--- src/rtl/mem_wb_stage.sv ---
// Memory/Writeback pipeline register for the RV32I core: captures M-stage results,
// formats load data (byte/half extraction, sign/zero extension) and counts retired instructions.
module mem_wb_stage #(
    parameter int WIDTH = 32,
    parameter int RADDR = 5
) (
    input  logic             clk,
    input  logic             reset,
    input  logic             stallW,
    input  logic             flushW,
    input  logic             validM,
    input  logic [WIDTH-1:0] ALUResultM,
    input  logic [WIDTH-1:0] readDataM,
    input  logic [WIDTH-1:0] PCPlus4M,
    input  logic [RADDR-1:0] rdM,
    input  logic             regWriteM,
    input  logic [1:0]       RES_SRC_M,
    input  logic [2:0]       funct3M,
    output logic [WIDTH-1:0] ALUResultW,
    output logic [WIDTH-1:0] readDataW,
    output logic [WIDTH-1:0] PCPlus4W,
    output logic [RADDR-1:0] rdW,
    output logic             regWriteW,
    output logic [1:0]       RES_SRC_W,
    output logic             validW,
    output logic             loadFaultW,
    output logic [31:0]      instretW
);

    localparam int LANES = WIDTH / 8;

    logic [7:0]       lane [LANES];
    logic [1:0]       addr_lo;
    logic [7:0]       byte_sel;
    logic [15:0]      half_sel;
    logic             misalign;
    logic             is_load;
    logic             fault_next;
    logic             retire;
    logic [WIDTH-1:0] load_data_next;
    logic [31:0]      instret_next;

    logic [WIDTH-1:0] alu_result_reg;
    logic [WIDTH-1:0] read_data_reg;
    logic [WIDTH-1:0] pc_plus4_reg;
    logic [RADDR-1:0] rd_reg;
    logic             reg_write_reg;
    logic [1:0]       res_src_reg;
    logic             valid_reg;
    logic             load_fault_reg;
    logic [31:0]      instret_reg;

    genvar gi;
    generate
        for (gi = 0; gi < LANES; gi++) begin : g_lane
            assign lane[gi] = readDataM[8*gi +: 8];
        end
    endgenerate

    assign addr_lo  = ALUResultM[1:0];
    assign byte_sel = lane[addr_lo];
    assign half_sel = addr_lo[1] ? readDataM[31:16] : readDataM[15:0];
    assign is_load  = (RES_SRC_M == 2'b01);

    always_comb begin
        load_data_next = readDataM;
        misalign       = 1'b0;
        if (is_load) begin
            case (funct3M)
                3'b000: load_data_next = {{(WIDTH-8){byte_sel[7]}}, byte_sel};
                3'b100: load_data_next = {{(WIDTH-8){1'b0}}, byte_sel};
                3'b001: begin
                    load_data_next = {{(WIDTH-16){half_sel[15]}}, half_sel};
                    misalign       = addr_lo[0];
                end
                3'b101: begin
                    load_data_next = {{(WIDTH-16){1'b0}}, half_sel};
                    misalign       = addr_lo[0];
                end
                3'b010: misalign = (addr_lo != 2'b00);
                default: misalign = 1'b1;
            endcase
        end
        // Faults only matter for real load instructions; a faulting load returns zero.
        fault_next = is_load & validM & misalign;
        if (fault_next) begin
            load_data_next = '0;
        end
        retire       = validM & ~fault_next;
        instret_next = instret_reg + {31'b0, retire};
    end

    always_ff @(posedge clk) begin
        if (reset) begin
            alu_result_reg <= '0;
            read_data_reg  <= '0;
            pc_plus4_reg   <= '0;
            rd_reg         <= '0;
            reg_write_reg  <= 1'b0;
            res_src_reg    <= 2'b00;
            valid_reg      <= 1'b0;
            load_fault_reg <= 1'b0;
            instret_reg    <= '0;
        end else if (flushW) begin
            // Bubble: the retire count is left untouched.
            alu_result_reg <= '0;
            read_data_reg  <= '0;
            pc_plus4_reg   <= '0;
            rd_reg         <= '0;
            reg_write_reg  <= 1'b0;
            res_src_reg    <= 2'b00;
            valid_reg      <= 1'b0;
            load_fault_reg <= 1'b0;
        end else if (!stallW) begin
            alu_result_reg <= ALUResultM;
            read_data_reg  <= load_data_next;
            pc_plus4_reg   <= PCPlus4M;
            rd_reg         <= rdM;
            reg_write_reg  <= regWriteM & validM & ~fault_next;
            res_src_reg    <= RES_SRC_M;
            valid_reg      <= validM;
            load_fault_reg <= fault_next;
            instret_reg    <= instret_next;
        end
    end

    assign ALUResultW = alu_result_reg;
    assign readDataW  = read_data_reg;
    assign PCPlus4W   = pc_plus4_reg;
    assign rdW        = rd_reg;
    assign regWriteW  = reg_write_reg;
    assign RES_SRC_W  = res_src_reg;
    assign validW     = valid_reg;
    assign loadFaultW = load_fault_reg;
    assign instretW   = instret_reg;

endmodule
--- config.mk ---
export PLATFORM = sky130hd
export DESIGN_NAME = mem_wb_stage
export DESIGN_NICKNAME = d
export VERILOG_FILES = /design/src/rtl/mem_wb_stage.sv
export SDC_FILE = /design/constraint.sdc
export NUM_CORES = 1
export LEC_CHECK = 0
export CAP_MARGIN = 0
export CORE_UTILIZATION = 31
export DETAILED_ROUTE_END_ITERATION = 7
export GPL_ROUTABILITY_DRIVEN = 0
export PLACE_DENSITY = 0.59
export SYNTH_ARGS = -nofsm -noshare
export SYNTH_HDL_FRONTEND = slang
export SYNTH_SLANG_ARGS = --single-unit
--- constraint.sdc ---
create_clock -name clk -period 4 [get_ports clk]
set_clock_uncertainty 0.15 [all_clocks]
set_input_delay 0.4 -clock clk [delete_from_list [all_inputs] [get_ports clk]]
set_output_delay 0.4 -clock clk [all_outputs]
set_load 0.03 [all_outputs]
* Yosys cells after proc, flatten, opt, wreduce, memory -nomap -nowiden
Index checks and enable logic that the tools add are counted.
Operators by class: equal/unequal tests 5, add/sub/neg operators 1, bitwise logic cells 9, order comparisons 1, reductions and logical operators 6, multiplexer cells 9
Operators by type and width (count):
- $pmux W32 S4 | 1
- $mux W32 | 2
- $add A32 B1 Y32 | 1
- $bmux W8 S2 | 1
- $mux W16 | 1
- $mux W8 | 2
- $eq A3 B3 Y1 const B | 2
- $reduce_or A2 Y1 | 3
- $and A1 B1 Y1 | 5
- $eq A3 B1 Y1 const B | 1
- $eq A3 B2 Y1 const B | 1
- $ge A3 B3 Y1 const B | 1
- $logic_not A3 Y1 | 1
- $not A1 Y1 | 3
- $not A2 Y3 | 1
- $pmux W1 S3 | 1
- $eq A2 B1 Y1 const B | 1
- $reduce_and A2 Y1 | 1
- $reduce_bool A2 Y1 | 1
- $mux W1 | 1
Word-level totals: bits in registers 138, output and inout port bits 138, word-level logic and storage cells 40, input port bits 112

* Depth between registers and ports, before layout
Gate-level depths: netlist (run 1).
depth after elaboration 8, gate-level depth with buffers 11, gate-level depth less buffers 10

* Worst setup path after synthesis (run 1)
OpenSTA, ideal clock, no wires.
path kind input port to flip-flop, from input ALUResultM[1], to register instret_reg[22] (netlist: instretW[22]), path buffers 1, slack 1.364 ns, arrival time 2.358 ns, library setup time 0.128 ns, data required time 3.722 ns, cell stages on the path 11, path through buf_4 -> o31a_1 -> o21ai_0 -> o21a_1 -> ha_1 -> ha_1 -> and4bb_2 -> nand4_2 -> nor3b_1 -> xnor2_1 -> nor2_1
On the way: longest elaborated chain between the ends 7
RTL lines:
- from (decl) | RTL line 12 | input logic [WIDTH-1:0] ALUResultM,
- $reduce_bool A2 Y1 | RTL line 80 | 3'b010: misalign = (addr_lo != 2'b00);
- $pmux W1 S3 | RTL line 69 | case (funct3M)
- $mux W1 | RTL line 68 | if (is_load) begin
- $and A1 B1 Y1 | RTL line 85 | fault_next = is_load & validM & misalign;
- $not A1 Y1 | RTL line 89 | retire = validM & ~fault_next;
- $and A1 B1 Y1 | RTL line 89
- $add A32 B1 Y32 | RTL line 90 | instret_next = instret_reg + {31'b0, retire};
- to (signal assigned) | RTL line 123 | instret_reg <= instret_next;
- to (decl) | RTL line 51 | logic [31:0] instret_reg;
No other way between the ends. A chain may end at the register's enable or synchronous reset.

* Worst setup path after layout (run 1)
from input funct3M[0], to register instret_reg[30] (netlist: instretW[30])
On the way: longest elaborated chain between the ends 8, elaborated cells on any way between the ends 13, those cells by class add/sub (1); eq/ne (4); mux (2); bitwise (3); reduce/logical (3)
RTL lines:
- from (decl) | RTL line 18 | input logic [2:0] funct3M,
- $eq A3 B3 Y1, or another cell as far along | RTL line 69
- $reduce_or A2 Y1 (no source line)
- $pmux W1 S3 * | RTL line 69
- $mux W1 * | RTL line 68
- $and A1 B1 Y1 * | RTL line 85
- $not A1 Y1 * | RTL line 89
- $and A1 B1 Y1 * | RTL line 89
- $add A32 B1 Y32 * | RTL line 90
Every way passes the cells marked *; elsewhere a longest branch is shown, timed or not.

==> results.json, run 1 <==
{
  "ctsResizeCount": 0,
  "synth_compound_area_share_pct": 9.77,
  "area_growth_pct": 58.1,
  "required_ns": 4.15,
  "grt_max_degree": 53,
  "hold_start": "readDataW[24]",
  "hpwl_um": 12500,
  "synth_mux_area_share_pct": 14.6,
  "wl_met2_um": 7930,
  "wl_per_cell_um": 15.9,
  "grt_pass1_vias": 5168,
  "antenna_found_initial": 1,
  "synth_xor_area_share_pct": 4.35,
  "route.met3.wl_um": 1870,
  "syn-num-nets": 723,
  "wirelength_met1_um": 7230,
  "fin_crit_sh_pct": 74.4,
  "synth_top_family_by_area": "simple AND/OR/NAND/NOR gates",
  "ir_drop_uv": 291,
  "maxSlewViolCount": 0,
  "yosys.area_share.simple_pct": 18.3,
  "layout-drive-gt1-share_pct": 6.74,
  "setup-tns-final_ns": 0,
  "initial_core_util_pct": 32.1,
  "topRoutingLayerUsed": "met5",
  "p_per_area_nw_per_um2": 389,
  "cts_setup_buffers": 0,
  "ys_warn_count": 0,
  "finalNonFillerCells": 1085,
  "fin_nets": 962,
  "htree_levels": 4,
  "final_cell_area_um2": 8910,
  "tritoncts": "built",
  "drtPass1Iterations": 4,
  "num_rows": 48,
  "ios": 250,
  "viasPerCell": 4.82,
  "cp_max_fo": 10,
  "ys_ff_latch": 138,
  "end_kind": "flop",
  "min_to": "readDataW[24]",
  "outcome": "finished, final reports clean",
  "grt.overflow.total": 0,
  "avgSynthCellArea_um2": 9.27,
  "core-area_um2": 17500,
  "syn_inst": 608,
  "holdBufCountCts": 0,
  "root_buffer": "clkbuf_16",
  "rr_endpoint": "instretW[25]",
  "rr_startpoint": "instretW[3]",
  "cts_buffers": 17,
  "p_leak_nw": 3.37,
  "crit_type": "in2reg",
  "syn-cell-area_um2": 5640,
  "post_dp_cell_area_um2": 8300,
  "grt_pass1_wl_um": 26700,
  "start_kind": "primary input",
  "final_cell_mix": "248 x clkdlybuf4s50_1, 138 x dfxtp_1, 116 x nor2_1",
  "regToRegSetupSlack_ns": 1.80,
  "drcViolationCount": 0,
  "ant_nets": 0,
  "die_w_um": 137,
  "worst_r2r_path_depth": 5,
  "max_freq_ghz": 0.336,
  "num_vias": 5234,
  "track_usage_pct": 18.6,
  "drt_iter0_drc": 204,
  "synthFlopType": "dfxtp_1",
  "cts_sinks": 138,
  "holdCritPathClass": "reg2reg",
  "worst_pin_slew_ns": 0.763,
  "diodes": 0,
  "clk_path_buf_depth": 2,
  "die_y_um": 137,
  "place.port_buffers": 249,
  "async_reset_ff_share_pct": 0,
  "ys_types": 47,
  "finalHoldViolations": 0,
  "worstSkewPairLatency_ns": 0.42,
  "relSlewSlack_pct": 49.2,
  "final-setup-viol-count": 0,
  "arrival_ns": 3.12,
  "die-area_um2": 18700,
  "synth_edf_count": 0,
  "ys_seq_area_share_pct": 49.0,
  "maxCapViolations": 0,
  "fillers": 1626,
  "rsz0062_at_grt": "no",
  "synth-adder-area-share_pct": 0.666,
  "wirelength_um": 17200,
  "final_common_cell": "clkdlybuf4s50_1",
  "clk_pin_slew_worst_paths_ns": 0.06,
  "whs_path_depth": 2,
  "place_inst": 1053,
  "final_period_minus_worst_setup_slack_ns": 2.97
}
## cell type report
cell class / instances / area, um2 / area share [%]
Multi-Input combinational cell: 426 / 2690 / 30.2
Inverter: 8 / 30.0 / 0.337
Tap cell: 225 / 282 / 3.16
Sequential cell: 138 / 2760 / 31.0
Timing Repair Buffer: 256 / 2540 / 28.5
Clock inverter: 14 / 174 / 1.95
Clock buffer: 18 / 429 / 4.82
## synthesized netlist by cell type (all sizes together), types with 6 or more instances
library cell | instances | area share (%)
inv | 8 | 0.53
o21ai | 32 | 2.8
nor3 | 9 | 0.80
a221oi | 6 | 0.93
mux2 | 8 | 1.6
nor4 | 7 | 0.78
nand3 | 11 | 0.98
nor2 | 117 | 7.8
and3 | 11 | 1.2
nand4 | 7 | 1.0
buf | 13 | 1.3
a21oi | 32 | 2.8
nand2 | 44 | 2.9
dfxtp | 138 | 49
a221o | 6 | 1.1
xnor2 | 22 | 3.4
mux2i | 73 | 13
xor2 | 6 | 0.93
clkbuf | 23 | 1.5
## routing by layer
metal  vias to the layer above  global-route usage (%)
li1                       2576                       -
met1                      2438                    22.6
met2                       202                    28.9
met3                        16                    9.11
met4                         2                    5.74
met5                         -                       0
## critical path, cell delays in order
cell,delay (ns)
clkdlybuf4s50_1,0.57
o31a_1,0.32
o21ai_0,0.22
o21a_1,0.22
ha_1,0.17
ha_1,0.15
and4bb_2,0.32
nand4_2,0.22
nor3_1,0.31
xnor2_1,0.16
nor2_1,0.06
## state kept, by name (all words and copies together) (netlist names)
name and flops:
ALUResultW 32, validW 1, rdW 5, PCPlus4W 32, loadFaultW 1, RES_SRC_W 2, regWriteW 1, instretW 32
readDataW 32
## cell families after synthesis
kind of cell | after synthesis
multiplexers | 81
buffers and inverters | 44
adder cells (fa/ha/maj) | 3
AND/OR/NAND/NOR | 227
flip-flops | 138
XOR/XNOR | 28
AO/OA/AOI/OAI | 87
## power by group
group | internal, mW | switching, mW | total, mW
registers | 1.41 | 0.0196 | 1.43
logic | 0.220 | 0.211 | 0.431
clock network | 0.983 | 0.624 | 1.61
## stage by stage
stage               util (%)  total power [mW]  setup WS, ns  hold slack (ns)
global route            50.8              3.61         0.814            0.321
CTS                     50.8              3.52          1.03            0.297
detailed placement      47.4              1.89         0.611            0.289
global placement        47.4              1.89         0.703            0.288
finish                  50.8              3.47          1.03            0.298
floorplan                  -              1.67          1.36            0.388
## worst max-delay path by stage
stage,from,to,slack (ns),cells after the start
final,funct3M[0],instretW[30],1.03,11
after global routing,funct3M[0],instretW[25],0.81,9
after CTS,funct3M[2],instretW[30],1.03,11
after detailed placement,funct3M[2],instretW[30],0.61,11
after global placement,funct3M[2],instretW[22],0.70,11
after floorplan,ALUResultM[1],instretW[22],1.36,11
No activity file was read; power rests on OpenSTA's default activity.
==> inputs of run 2 (changes only) <==
--- a/config.mk
+++ b/config.mk
@@ -9,7 +9,7 @@
 export CORE_UTILIZATION = 31
 export DETAILED_ROUTE_END_ITERATION = 7
 export GPL_ROUTABILITY_DRIVEN = 0
-export PLACE_DENSITY = 0.59
+export PLACE_DENSITY = 0.62
 export SYNTH_ARGS = -nofsm -noshare
 export SYNTH_HDL_FRONTEND = slang
 export SYNTH_SLANG_ARGS = --single-unit
==> constraint.sdc (replaced) <==
create_clock -name clk -period 2.5 [get_ports clk]
set_clock_uncertainty 0.15 [all_clocks]
set_input_delay 0.25 -clock clk [delete_from_list [all_inputs] [get_ports clk]]
set_output_delay 0.25 -clock clk [all_outputs]
set_load 0.03 [all_outputs]
==> results.json, run 2 (same netlist as run 1, synthesis figures left out) <==
{
  "fin_nets": 989,
  "worst_r2r_path_depth": 5,
  "wl_per_cell_um": 15.6,
  "crit_type": "in2reg",
  "ir_drop_uv": 458,
  "grt_max_degree": 75,
  "drcViolationCount": 0,
  "relSlewSlack_pct": 62.4,
  "power_frac_comb_pct": 12.7,
  "clk_pin_slew_worst_paths_ns": 0.06,
  "max_freq_ghz": 0.431,
  "switchingPower_mw": 1.38,
  "place.port_buffers": 249,
  "root_buffer": "clkbuf_16",
  "maxSlewViolCount": 0,
  "p_sw_share_pct": 24.2,
  "antenna_found_initial": 0,
  "place_ws_ns": -0.577,
  "layout-drive-gt1-share_pct": 10.0,
  "num_rows": 48,
  "topRoutingLayerUsed": "met4",
  "track_usage_pct": 18.8,
  "clk_path_buf_depth": 2,
  "ant_nets": 0,
  "cp_max_fo": 5,
  "p_per_area_nw_per_um2": 618,
  "cts_buffers": 17,
  "grt_pass1_vias": 5126,
  "final-setup-viol-count": 0,
  "multi_input_area_um2": 2720,
  "finalHoldViolations": 0,
  "route.met3.wl_um": 1640,
  "grt.overflow.total": 0,
  "p_int_mw": 4.31,
  "outcome": "finished, final reports clean",
  "initial_core_util_pct": 32.1,
  "worst_pin_slew_ns": 0.564,
  "worstSkewPairLatency_ns": 0.41,
  "clkPwrFrac_pct": 47.0,
  "htree_levels": 4,
  "final_period_minus_worst_setup_slack_ns": 2.32,
  "area_growth_pct": 63.1,
  "drt_iter0_drc": 225,
  "drtPass1Iterations": 4,
  "p_leak_nw": 3.54,
  "cts_sinks": 138,
  "final_common_cell": "clkdlybuf4s50_1",
  "hpwl_um": 12400,
  "whs_path_depth": 5,
  "wirelength_met1_um": 7640,
  "core-area_um2": 17500,
  "wirelength_um": 17300,
  "end_kind": "flop",
  "fin_crit_sh_pct": 92.8,
  "p_total_mw": 5.68,
  "tritoncts": "built",
  "die-area_um2": 18700,
  "fillers": 1643,
  "num_vias": 5223,
  "rsz0062_at_grt": "no",
  "grt_pass1_wl_um": 26800,
  "die_w_um": 137,
  "ios": 250,
  "die_y_um": 137,
  "final_cell_mix": "244 x clkdlybuf4s50_1, 138 x dfxtp_1, 116 x nor2_1",
  "maxCapViolations": 0,
  "p_seq_share_pct": 40.2,
  "diodes": 0,
  "holdCritPathClass": "in2reg",
  "arrival_ns": 2.52,
  "start_kind": "primary input",
  "worst_slack_ns": 0.180,
  "viasPerCell": 4.70,
  "register_area_um2": 2760,
  "wl_met2_um": 7870,
  "required_ns": 2.70
}
==> run 2: area by class of cell <==
cell class,count,share of cell area (%)
inverter,8,0.327
tap,225,3.06
multi-input combinational,426,29.5
sequential,138,30.0
clock inverter,14,2.14
timing repair buffer,283,30.2
clock buffer,18,4.67
==> run 2: layer usage <==
metal | global-route usage (%) | up-vias
met4 | 5.56 | 0
li1 | - | 2625
met1 | 23.1 | 2407
met2 | 29.4 | 182
met5 | 0 | -
met3 | 8.15 | 9
==> run 2: what timing repair did <==
item | in CTS | in global routing
setup buffers | 1 | 0
endpoints found under the setup margin | 11 | 11
pin swaps | 1 | 4
cloned | 0 | 0
hold buffers | 1 | 0
hold endpoints to repair | 1 | 0
resized for setup | 4 | 7
==> run 2: worst max-delay path, cell delays in order <==
cell and delay (ns):
dlygate4sd2_1 0.28, o31a_1 0.33, o21ai_2 0.16, o21a_1 0.18, ha_2 0.18, ha_2 0.16, and4bb_2 0.27, buf_4 0.15
nand3_2 0.09, or3_1 0.32, a21oi_1 0.14
==> run 2: power groups by stage <==
stage	clock, mW	combinational, mW	sequential [mW]
after floorplan	0	0.228	2.45
after global placement	0	0.723	2.33
after detailed placement	0	0.724	2.33
after CTS	2.75	0.729	2.29
after global routing	2.83	0.774	2.29
final	2.67	0.722	2.29
==> run 2: final timing paths <==
kind                                     from       endpoint  slack [ns]
worst max register to register    instretW[7]   instretW[25]        0.55
worst min-delay path               funct3M[1]  readDataW[15]        0.26
worst max-delay path            ALUResultM[1]   instretW[12]        0.18
worst min register to register  readDataW[24]  readDataW[24]        0.30
==> run 2: metrics by stage <==
| step | std cells | util [%] | hold WS (ns) | area (um2) | setup TNS (ns) |
|---|---|---|---|---|---|
| after detailed placement | 1078 | 48.6 | 0.291 | 8520 | -10.18 |
| after global placement | 1078 | 48.6 | 0.284 | 8520 | -8.46 |
| after global routing | 1112 | 52.4 | 0.279 | 9190 | 0 |
| final | 1112 | 52.4 | 0.260 | 9190 | 0 |
| after CTS | 1112 | 52.3 | 0.264 | 9170 | 0 |
| after floorplan | 608 | - | 0.238 | 5640 | 0 |
==> inputs of run 3 (changes only) <==
--- a/config.mk
+++ b/config.mk
@@ -6,10 +6,11 @@
 export NUM_CORES = 1
 export LEC_CHECK = 0
 export CAP_MARGIN = 0
-export CORE_UTILIZATION = 31
+export CORE_UTILIZATION = 38
 export DETAILED_ROUTE_END_ITERATION = 7
 export GPL_ROUTABILITY_DRIVEN = 0
-export PLACE_DENSITY = 0.62
+export MAX_ROUTING_LAYER = met4
+export PLACE_DENSITY = 0.74
 export SYNTH_ARGS = -nofsm -noshare
 export SYNTH_HDL_FRONTEND = slang
 export SYNTH_SLANG_ARGS = --single-unit
==> results.json, run 3 (same netlist as run 1, synthesis figures left out) <==
{
  "outcome": "finished, final reports clean",
  "fin_nets": 985,
  "finalNonFillerCells": 1067,
  "final_cell_mix": "244 x clkdlybuf4s50_1, 138 x dfxtp_1, 116 x nor2_1",
  "ant_nets": 0,
  "maxCapViolations": 0,
  "ir_drop_uv": 513,
  "die_w_um": 124,
  "hold_start": "stallW",
  "rr_startpoint": "instretW[7]",
  "place.port_buffers": 249,
  "layout-drive-gt1-share_pct": 10.3,
  "regToRegSetupSlack_ns": 0.52,
  "wl_per_cell_um": 16.0,
  "area_growth_pct": 61.8,
  "cp_max_fo": 8,
  "num_rows": 44,
  "drtPass1Iterations": 4,
  "final-setup-viol-count": 0,
  "final_common_cell": "clkdlybuf4s50_1",
  "relSlewSlack_pct": 62.6,
  "place_inst": 1034,
  "num_vias": 5392,
  "cts_sinks": 138,
  "end_kind": "flop",
  "tritoncts": "built",
  "grt_pass1_vias": 5548,
  "hold-worst-slack_ns": 0.0678,
  "setup-tns-final_ns": 0,
  "diodes": 0,
  "worst_pin_slew_ns": 0.562,
  "fin_crit_sh_pct": 89.9,
  "hpwl_um": 12500,
  "clk_pin_slew_worst_paths_ns": 0.06,
  "die_y_um": 124,
  "ios": 250,
  "maxSlewViolCount": 0,
  "fillers": 1170,
  "clk_path_buf_depth": 2,
  "grt_pass1_wl_um": 26600,
  "drt_iter0_drc": 240,
  "whs_path_depth": 3,
  "grt.overflow.total": 0,
  "rr_endpoint": "instretW[29]",
  "drcViolationCount": 0,
  "start_kind": "primary input",
  "min_to": "regWriteW",
  "root_buffer": "clkbuf_16",
  "p_per_area_nw_per_um2": 602,
  "final_core_utilization_pct": 63.0,
  "arrival_ns": 2.45,
  "grt_max_degree": 69,
  "die-area_um2": 15300,
  "required_ns": 2.70,
  "worstSkewPairLatency_ns": 0.42,
  "wirelength_um": 17000,
  "worst_r2r_path_depth": 5,
  "crit_type": "in2reg",
  "finalHoldViolations": 0,
  "antenna_found_initial": 0,
  "p_leak_nw": 3.54,
  "initial_core_util_pct": 38.9,
  "rsz0062_at_grt": "no",
  "max_freq_ghz": 0.445,
  "cts_buffers": 17,
  "track_usage_pct": 23.1,
  "holdCritPathClass": "in2reg",
  "final_period_minus_worst_setup_slack_ns": 2.25,
  "htree_levels": 4,
  "viasPerCell": 5.05,
  "core-area_um2": 14500
}
-- run 3: cell types whose count changed in the layout (fill, tap and decap cells not counted), moves of 2 or more --
cell / before / now
bufinv_16: 4 / 1
buf_4: 32 / 29
clkinv_4: 4 / 2
nor3_2: 0 / 3
clkbuf_8: 0 / 6
nor3_1: 9 / 5
-- run 3: critical path, cell delays in order --
cell	delay (ns)
dlymetal6s2s_1	0.15
o31a_1	0.34
o21ai_2	0.16
o21a_1	0.18
ha_2	0.18
ha_2	0.17
and4bb_2	0.27
nand4_4	0.18
or3_1	0.42
a21oi_1	0.14
-- run 3: final cells by class --
class	instances	area (um2)	share of cell area (%)
flip-flops and latches	138	2760	30.3
inverters	8	30.0	0.329
well taps	184	230	2.53
multi-input cells	426	2750	30.1
clock buffers	24	512	5.61
repair buffers	279	2750	30.2
clock inverters	8	83.8	0.920
-- run 3: worst max-delay path by stage --
stage / to / from / slack [ns] / cells past startpoint
after CTS: instretW[12] / ALUResultM[1] / 0.005 / 11
after floorplan: instretW[22] / ALUResultM[1] / 0.01 / 11
after detailed placement: instretW[30] / ALUResultM[1] / -0.54 / 11
final: instretW[18] / funct3M[0] / 0.25 / 10
after global placement: instretW[22] / ALUResultM[1] / -0.46 / 11
after global routing: instretW[18] / funct3M[0] / 0.12 / 10
-- run 3: routing by layer --
layer / GRT usage (%) / part of all wire [%] / vias up
met3: 6.55 / 7.7 / 28
li1: - / - / 2611
met5: - / 0 / -
met2: 36.8 / 49 / 235
met1: 26.6 / 42 / 2518
met4: 10.9 / 2.1 / 0
-- run 3: timing repair --
action / 4_1_cts / 5_1_grt
setup endpoints to repair: 9 / 11
pin swaps: 1 / 4
gates resized for setup: 8 / 9
hold buffers: 0 / 0
setup buffers: 1 / 0
-- run 3: where the power goes --
part,switching (mW),internal [mW]
logic,0.347,0.373
clock network,0.946,1.53
registers,0.0317,2.26
-- run 3: through the flow --
| stage | total power, mW | worst slack (ns) | instance area [um2] |
|---|---|---|---|
| after global routing | 5.68 | 0.121 | 9120 |
| final | 5.49 | 0.252 | 9120 |
| after CTS | 5.54 | 0.00481 | 9080 |
| after detailed placement | 3.05 | -0.543 | 8440 |
| after global placement | 3.04 | -0.459 | 8440 |
| after floorplan | 2.67 | 0.0145 | 5640 |
